==> config.mk <==
export PLATFORM = sky130hd
export DESIGN_NAME = hdlc_framer
export DESIGN_NICKNAME = d
export VERILOG_FILES = /design/src/rtl/hdlc_pkg.sv /design/src/rtl/hdlc_framer_crc.sv /design/src/rtl/hdlc_framer.sv
export SDC_FILE = /design/constraint.sdc
export NUM_CORES = 1
export LEC_CHECK = 0
export CAP_MARGIN = 5
export CORE_MARGIN = 2
export CORE_UTILIZATION = 40
export CTS_CLUSTER_DIAMETER = 50
export DETAILED_ROUTE_END_ITERATION = 10
export PLACE_DENSITY_LB_ADDON = 0.12
export SETUP_SLACK_MARGIN = 0.02
export SLEW_MARGIN = 10
export SYNTH_ARGS = -nofsm -noshare
export SYNTH_HDL_FRONTEND = slang
export SYNTH_SLANG_ARGS = --single-unit
==> constraint.sdc <==
create_clock -name clk -period 3.15 [get_ports clk]
set_input_delay 0.945 -clock clk [delete_from_list [all_inputs] [get_ports clk]]
set_output_delay 0.945 -clock clk [all_outputs]
set_load 0.02 [all_outputs]
==> src/rtl/hdlc_pkg.sv <==
// Shared constants, FSM state type and flag helper for the bit-serial HDLC framer.
package hdlc_pkg;

    localparam logic [7:0]  HDLC_FLAG    = 8'h7E;
    localparam logic [15:0] CRC_INIT     = 16'hFFFF;
    localparam logic [15:0] CRC_POLY_REV = 16'h8408;
    localparam int          STUFF_RUN    = 5;

    typedef enum logic [2:0] {
        IDLE,
        OPEN,
        DATA,
        FCS,
        CLOSE
    } hdlc_state_e;

    // Flags go out LSB first, so bit index 0 is the first bit on the line.
    function automatic logic flag_bit(input logic [2:0] idx);
        return HDLC_FLAG[idx];
    endfunction

endpackage

==> src/rtl/hdlc_framer_crc.sv <==
// Serial CRC-16/X.25 (reflected 0x8408), one payload bit per enabled cycle.
module crc16_x25_serial
    import hdlc_pkg::*;
(
    input  logic        clk,
    input  logic        rst,
    input  logic        init,
    input  logic        en,
    input  logic        bit_in,
    output logic [15:0] crc_out
);

    logic [15:0] crc_q;
    logic [15:0] crc_d;
    logic        fb;

    always_comb begin
        fb    = crc_q[0] ^ bit_in;
        crc_d = crc_q;
        if (init) begin
            crc_d = CRC_INIT;
        end else if (en) begin
            crc_d = (crc_q >> 1) ^ (fb ? CRC_POLY_REV : 16'h0000);
        end
    end

    always_ff @(posedge clk) begin
        if (rst) begin
            crc_q <= CRC_INIT;
        end else begin
            crc_q <= crc_d;
        end
    end

    assign crc_out = crc_q;

endmodule

==> src/rtl/hdlc_framer.sv <==
// HDLC framer: wraps each tlast-delimited 1-bit AXI-Stream block in flags,
// zero-bit stuffing and an optional CRC-16/X.25 FCS.
//
// state | meaning
// IDLE  | output empty; first flag bit is emitted as soon as a payload bit is offered
// OPEN  | remaining opening flag bits
// DATA  | payload bits (plus stuffed zeros)
// FCS   | ~crc LSB first, 16 bits (plus stuffed zeros)
// CLOSE | closing flag, tlast on its final bit
module hdlc_framer
    import hdlc_pkg::*;
#(
    parameter bit FCS_EN     = 1'b1,
    parameter int OPEN_FLAGS = 1
) (
    input  logic clk,
    input  logic rst,
    input  logic s_axis_tdata,
    input  logic s_axis_tvalid,
    output logic s_axis_tready,
    input  logic s_axis_tlast,
    output logic m_axis_tdata,
    output logic m_axis_tvalid,
    input  logic m_axis_tready,
    output logic m_axis_tlast
);

    // Bit counters hold "bits left after this one"; the first opening flag bit
    // is already sent from IDLE, hence the -2.
    localparam logic [4:0] OPEN_LAST  = 5'(OPEN_FLAGS * 8 - 2);
    localparam logic [4:0] FCS_LAST   = 5'd15;
    localparam logic [4:0] CLOSE_LAST = 5'd7;

    hdlc_state_e state_q, state_d;
    logic [4:0]  cnt_q, cnt_d;
    logic [2:0]  ones_q, ones_d;
    logic        m_tdata_q, m_tdata_d;
    logic        m_tvalid_q, m_tvalid_d;
    logic        m_tlast_q, m_tlast_d;

    logic        load;
    logic        stuff_pend;
    logic        s_ready;
    logic        crc_init;
    logic        crc_en;
    logic [15:0] crc;
    logic [15:0] fcs_val;
    logic [3:0]  fcs_idx;
    logic [2:0]  flag_idx;

    assign load       = m_axis_tready | ~m_tvalid_q;
    assign stuff_pend = (ones_q == 3'(STUFF_RUN));
    assign s_ready    = (state_q == DATA) && load && !stuff_pend;
    assign fcs_val    = ~crc;
    assign fcs_idx    = ~cnt_q[3:0];
    assign flag_idx   = ~cnt_q[2:0];

    crc16_x25_serial u_crc (
        .clk     (clk),
        .rst     (rst),
        .init    (crc_init),
        .en      (crc_en),
        .bit_in  (s_axis_tdata),
        .crc_out (crc)
    );

    always_comb begin
        state_d    = state_q;
        cnt_d      = cnt_q;
        ones_d     = ones_q;
        m_tdata_d  = m_tdata_q;
        m_tvalid_d = m_tvalid_q;
        m_tlast_d  = m_tlast_q;
        crc_init   = 1'b0;
        crc_en     = 1'b0;

        if (load) begin
            m_tvalid_d = 1'b0;
            m_tdata_d  = 1'b0;
            m_tlast_d  = 1'b0;
            unique case (state_q)
                IDLE: begin
                    if (s_axis_tvalid) begin
                        m_tvalid_d = 1'b1;
                        m_tdata_d  = flag_bit(3'd0);
                        cnt_d      = OPEN_LAST;
                        ones_d     = 3'd0;
                        crc_init   = 1'b1;
                        state_d    = OPEN;
                    end
                end
                OPEN: begin
                    m_tvalid_d = 1'b1;
                    m_tdata_d  = flag_bit(flag_idx);
                    ones_d     = 3'd0;
                    if (cnt_q == 5'd0) begin
                        state_d = DATA;
                    end else begin
                        cnt_d = cnt_q - 5'd1;
                    end
                end
                DATA: begin
                    if (stuff_pend) begin
                        m_tvalid_d = 1'b1;
                        ones_d     = 3'd0;
                    end else if (s_axis_tvalid) begin
                        m_tvalid_d = 1'b1;
                        m_tdata_d  = s_axis_tdata;
                        crc_en     = 1'b1;
                        ones_d     = s_axis_tdata ? ones_q + 3'd1 : 3'd0;
                        if (s_axis_tlast) begin
                            state_d = FCS_EN ? FCS : CLOSE;
                            cnt_d   = FCS_EN ? FCS_LAST : CLOSE_LAST;
                        end
                    end
                end
                FCS: begin
                    m_tvalid_d = 1'b1;
                    if (stuff_pend) begin
                        ones_d = 3'd0;
                    end else begin
                        m_tdata_d = fcs_val[fcs_idx];
                        ones_d    = fcs_val[fcs_idx] ? ones_q + 3'd1 : 3'd0;
                        if (cnt_q == 5'd0) begin
                            state_d = CLOSE;
                            cnt_d   = CLOSE_LAST;
                        end else begin
                            cnt_d = cnt_q - 5'd1;
                        end
                    end
                end
                CLOSE: begin
                    m_tvalid_d = 1'b1;
                    ones_d     = 3'd0;
                    // A stuff left over from the last data/FCS bit goes out before the flag.
                    if (!stuff_pend) begin
                        m_tdata_d = flag_bit(flag_idx);
                        m_tlast_d = (cnt_q == 5'd0);
                        if (cnt_q == 5'd0) begin
                            state_d = IDLE;
                        end else begin
                            cnt_d = cnt_q - 5'd1;
                        end
                    end
                end
                default: begin
                    state_d = IDLE;
                end
            endcase
        end
    end

    always_ff @(posedge clk) begin
        if (rst) begin
            state_q    <= IDLE;
            cnt_q      <= 5'd0;
            ones_q     <= 3'd0;
            m_tdata_q  <= 1'b0;
            m_tvalid_q <= 1'b0;
            m_tlast_q  <= 1'b0;
        end else begin
            state_q    <= state_d;
            cnt_q      <= cnt_d;
            ones_q     <= ones_d;
            m_tdata_q  <= m_tdata_d;
            m_tvalid_q <= m_tvalid_d;
            m_tlast_q  <= m_tlast_d;
        end
    end

    assign s_axis_tready = s_ready;
    assign m_axis_tdata  = m_tdata_q;
    assign m_axis_tvalid = m_tvalid_q;
    assign m_axis_tlast  = m_tlast_q;

endmodule

==> results.sh <==
export IMPL_drt_pass1_iter_count=4
export IMPL_syn_nets=209
export IMPL_syn_inst=198
export IMPL_dieWidth_um=69.1
export IMPL_p_leak_nw=0.810
export IMPL_vdd_ir_drop_max_v=0.000322
export IMPL_total_power_mw=1.76
export IMPL_via_count=1491
export IMPL_ys_flop_type="dfxtp_1"
export IMPL_dp_hpwl_um=2800
export IMPL_p_per_area_mw_per_mm2=897
export IMPL_drv_cap=0
export IMPL_dieArea_mm2=0.00477
export IMPL_critPathLaunchType="input pin"
export IMPL_ctsHoldBuffers=0
export IMPL_seqCellArea_um2=601
export IMPL_initial_core_util_pct=42.0
export IMPL_finalCriticalPeriod_ns=2.95
export IMPL_fill_cells=387
export IMPL_netlist_area_mm2=0.00169
export IMPL_clk_insertion_delay_late_ns=0.28
export IMPL_nets=222
export IMPL_cts_root_buffer="clkbuf_8"
export IMPL_crit_fanout=2
export IMPL_slew_headroom_pct=57.6
export IMPL_synth_edff_count=0
export IMPL_rsz0062_at_grt="no"
export IMPL_n_antenna_cell=0
export IMPL_drt_total_wl_um=3910
export IMPL_drive_gt1_share_pct=12.8
export IMPL_path_class="in -> out"
export IMPL_cts_tree="built"
export IMPL_cp_end_kind="output pin"
export IMPL_synthArstFlopShare_pct=0
export IMPL_slew_violations=0
export IMPL_post_route_period_util_pct=93.8
export IMPL_post_drt_wl_per_cell_um=15.0
export IMPL_io_buffers=9
export IMPL_cts_sinks=30
export IMPL_synth_ff_latch_count=30
export IMPL_tightest_slew_ns=0.635
export IMPL_multi_input_area_mm2=0.00101
export IMPL_area_growth_synth_to_final_pct=16.1
export IMPL_grt_max_degree=19
export IMPL_yosysWarnings=0
export IMPL_synth_cell_types=51
export IMPL_drc=0
export IMPL_final_common_cell="nand2_1"
export IMPL_fp_dieH_um=69.1
export IMPL_status="complete, no violations"
export IMPL_grtUsageTotal_pct=17.1
export IMPL_io_pins=10
export IMPL_antenna_left=0
export IMPL_clkTransAtPathRegs_ns=0.07
export IMPL_hp_class="reg -> reg"
export IMPL_crit_arrival_ns=2.01
export IMPL_final_cell_mix="nand2_1, dfxtp_1, nand3_1, nor2_1, buf_4"
export IMPL_overflow=0
export IMPL_drt_iter0_markers=194
export IMPL_finalSetupViolCount=0
export IMPL_max_freq_mhz=339
export IMPL_final_hold_viol_count=0
export IMPL_core_mm2=0.00403
export IMPL_gp_congestion=0.806
export IMPL_postCtsSetupBuffers=0
export IMPL_antenna_found_initial=0
export IMPL_grt_pass1_wl_um=6640
export IMPL_syn_avg_cell_area_um2=8.55
export IMPL_cts_made_buffers=5
export IMPL_cts_buffer_depth=2
export IMPL_routed_via_density=5.71
export IMPL_rows=23
export IMPL_ys_seq_area_share_pct=35.5
export IMPL_whs_ns=0.454
export IMPL_htree_levels=2
export IMPL_cp_required_ns=2.20
export IMPL_grt_pass1_vias=1409
export IMPL_skew_ns=0.00537
-- flip-flops by register name, indices dropped and copies added (netlist names) --
signal and flops:
cnt_q 5, m_axis_tdata 1, m_axis_tlast 1, m_axis_tvalid 1, ones_q 3, state_q 3
u_crc.crc_out 16
-- synthesized netlist by cell type (3+ instances only) --
master,n,share of area [%]
nand2_1,42,9.3
dfxtp_1,30,35
nand3_1,18,5.3
nor2_1,10,2.2
clkbuf_1,8,1.8
inv_1,6,1.3
a21oi_1,5,1.5
ha_1,5,3.7
mux4_2,4,5.3
nand2b_1,4,1.5
a32o_1,3,1.8
and2_1,3,1.1
mux2i_1,3,1.8
nand3b_1,3,1.3
nor3_1,3,0.89
o211ai_1,3,1.3
-- metrics by stage --
step                worst slack, ns  area (um2)  cells  TNS [ns]  util (%)
floorplan                     0.723        1690    198         0         -
CTS                           0.185        1970    261         0      48.8
global placement            -0.0806        1850    254   -0.0806      46.0
finish                        0.197        1970    261         0      48.8
detailed placement          -0.0702        1850    254   -0.0702      46.0
global route                  0.124        1970    261         0      48.8
-- kinds of logic (layout without fill, tap and decap cells) --
group,Yosys count,in the layout,synth area share [%]
compound gates,34,34,16.9
flops,30,30,35.5
xor+xnor,4,4,2.07
buf+inv,18,31,4.80
simple gates,98,98,28.6
mux,9,9,8.43
fa+ha+maj,5,5,3.70
-- power breakdown --
group	internal [mW]	total, mW	switching, mW	leakage [nW]
Sequential	0.456	0.521	0.0652	0.245
Clock	0.253	0.398	0.145	0.0573
Combinational	0.349	0.844	0.494	0.508
Total	1.06	1.76	0.705	0.810
-- final cells by class --
| cell class | instances | area share [%] |
|---|---|---|
| clock buffers | 6 | 4.20 |
| clock inverters | 1 | 1.53 |
| flip-flops and latches | 30 | 30.6 |
| multi-input cells | 150 | 51.4 |
| repair buffers | 18 | 7.96 |
| inverters | 6 | 1.15 |
| well taps | 50 | 3.18 |
-- layer usage --
layer | GRT usage, % | vias to the layer above | part of all wire [%]
li1 | - | 733 | -
met1 | 21.2 | 697 | 43
met2 | 27.6 | 49 | 48
met3 | 4.68 | 12 | 5.5
met4 | 8.06 | 0 | 2.7
met5 | 0 | - | 0
-- critical path, stage by stage --
cell and delay [ns]:
clkdlybuf4s50_1 0.47, nand2b_1 0.12, and2_1 0.14, dlygate4sd2_1 0.33
-- path summary, 6_finish.rpt --
check | from | endpoint | slack, ns | cells past startpoint
setup reg to reg | cnt_q[0]$_SDFFE_PP0P_ | cnt_q[0]$_SDFFE_PP0P_ | 0.77 | 8
hold / removal | m_axis_tlast$_SDFFE_PP0N_ | m_axis_tlast$_SDFFE_PP0N_ | 0.45 | 2
hold reg to reg | m_axis_tlast$_SDFFE_PP0N_ | m_axis_tlast$_SDFFE_PP0N_ | 0.45 | 2
setup / recovery | m_axis_tready | s_axis_tready | 0.20 | 4
-- repair_timing --
action / CTS / global route
endpoints found under the hold margin: 0 / 0
gates resized for setup: 1 / 0
setup endpoints to repair: 1 / 0
Power figures use the tool's default switching activity.
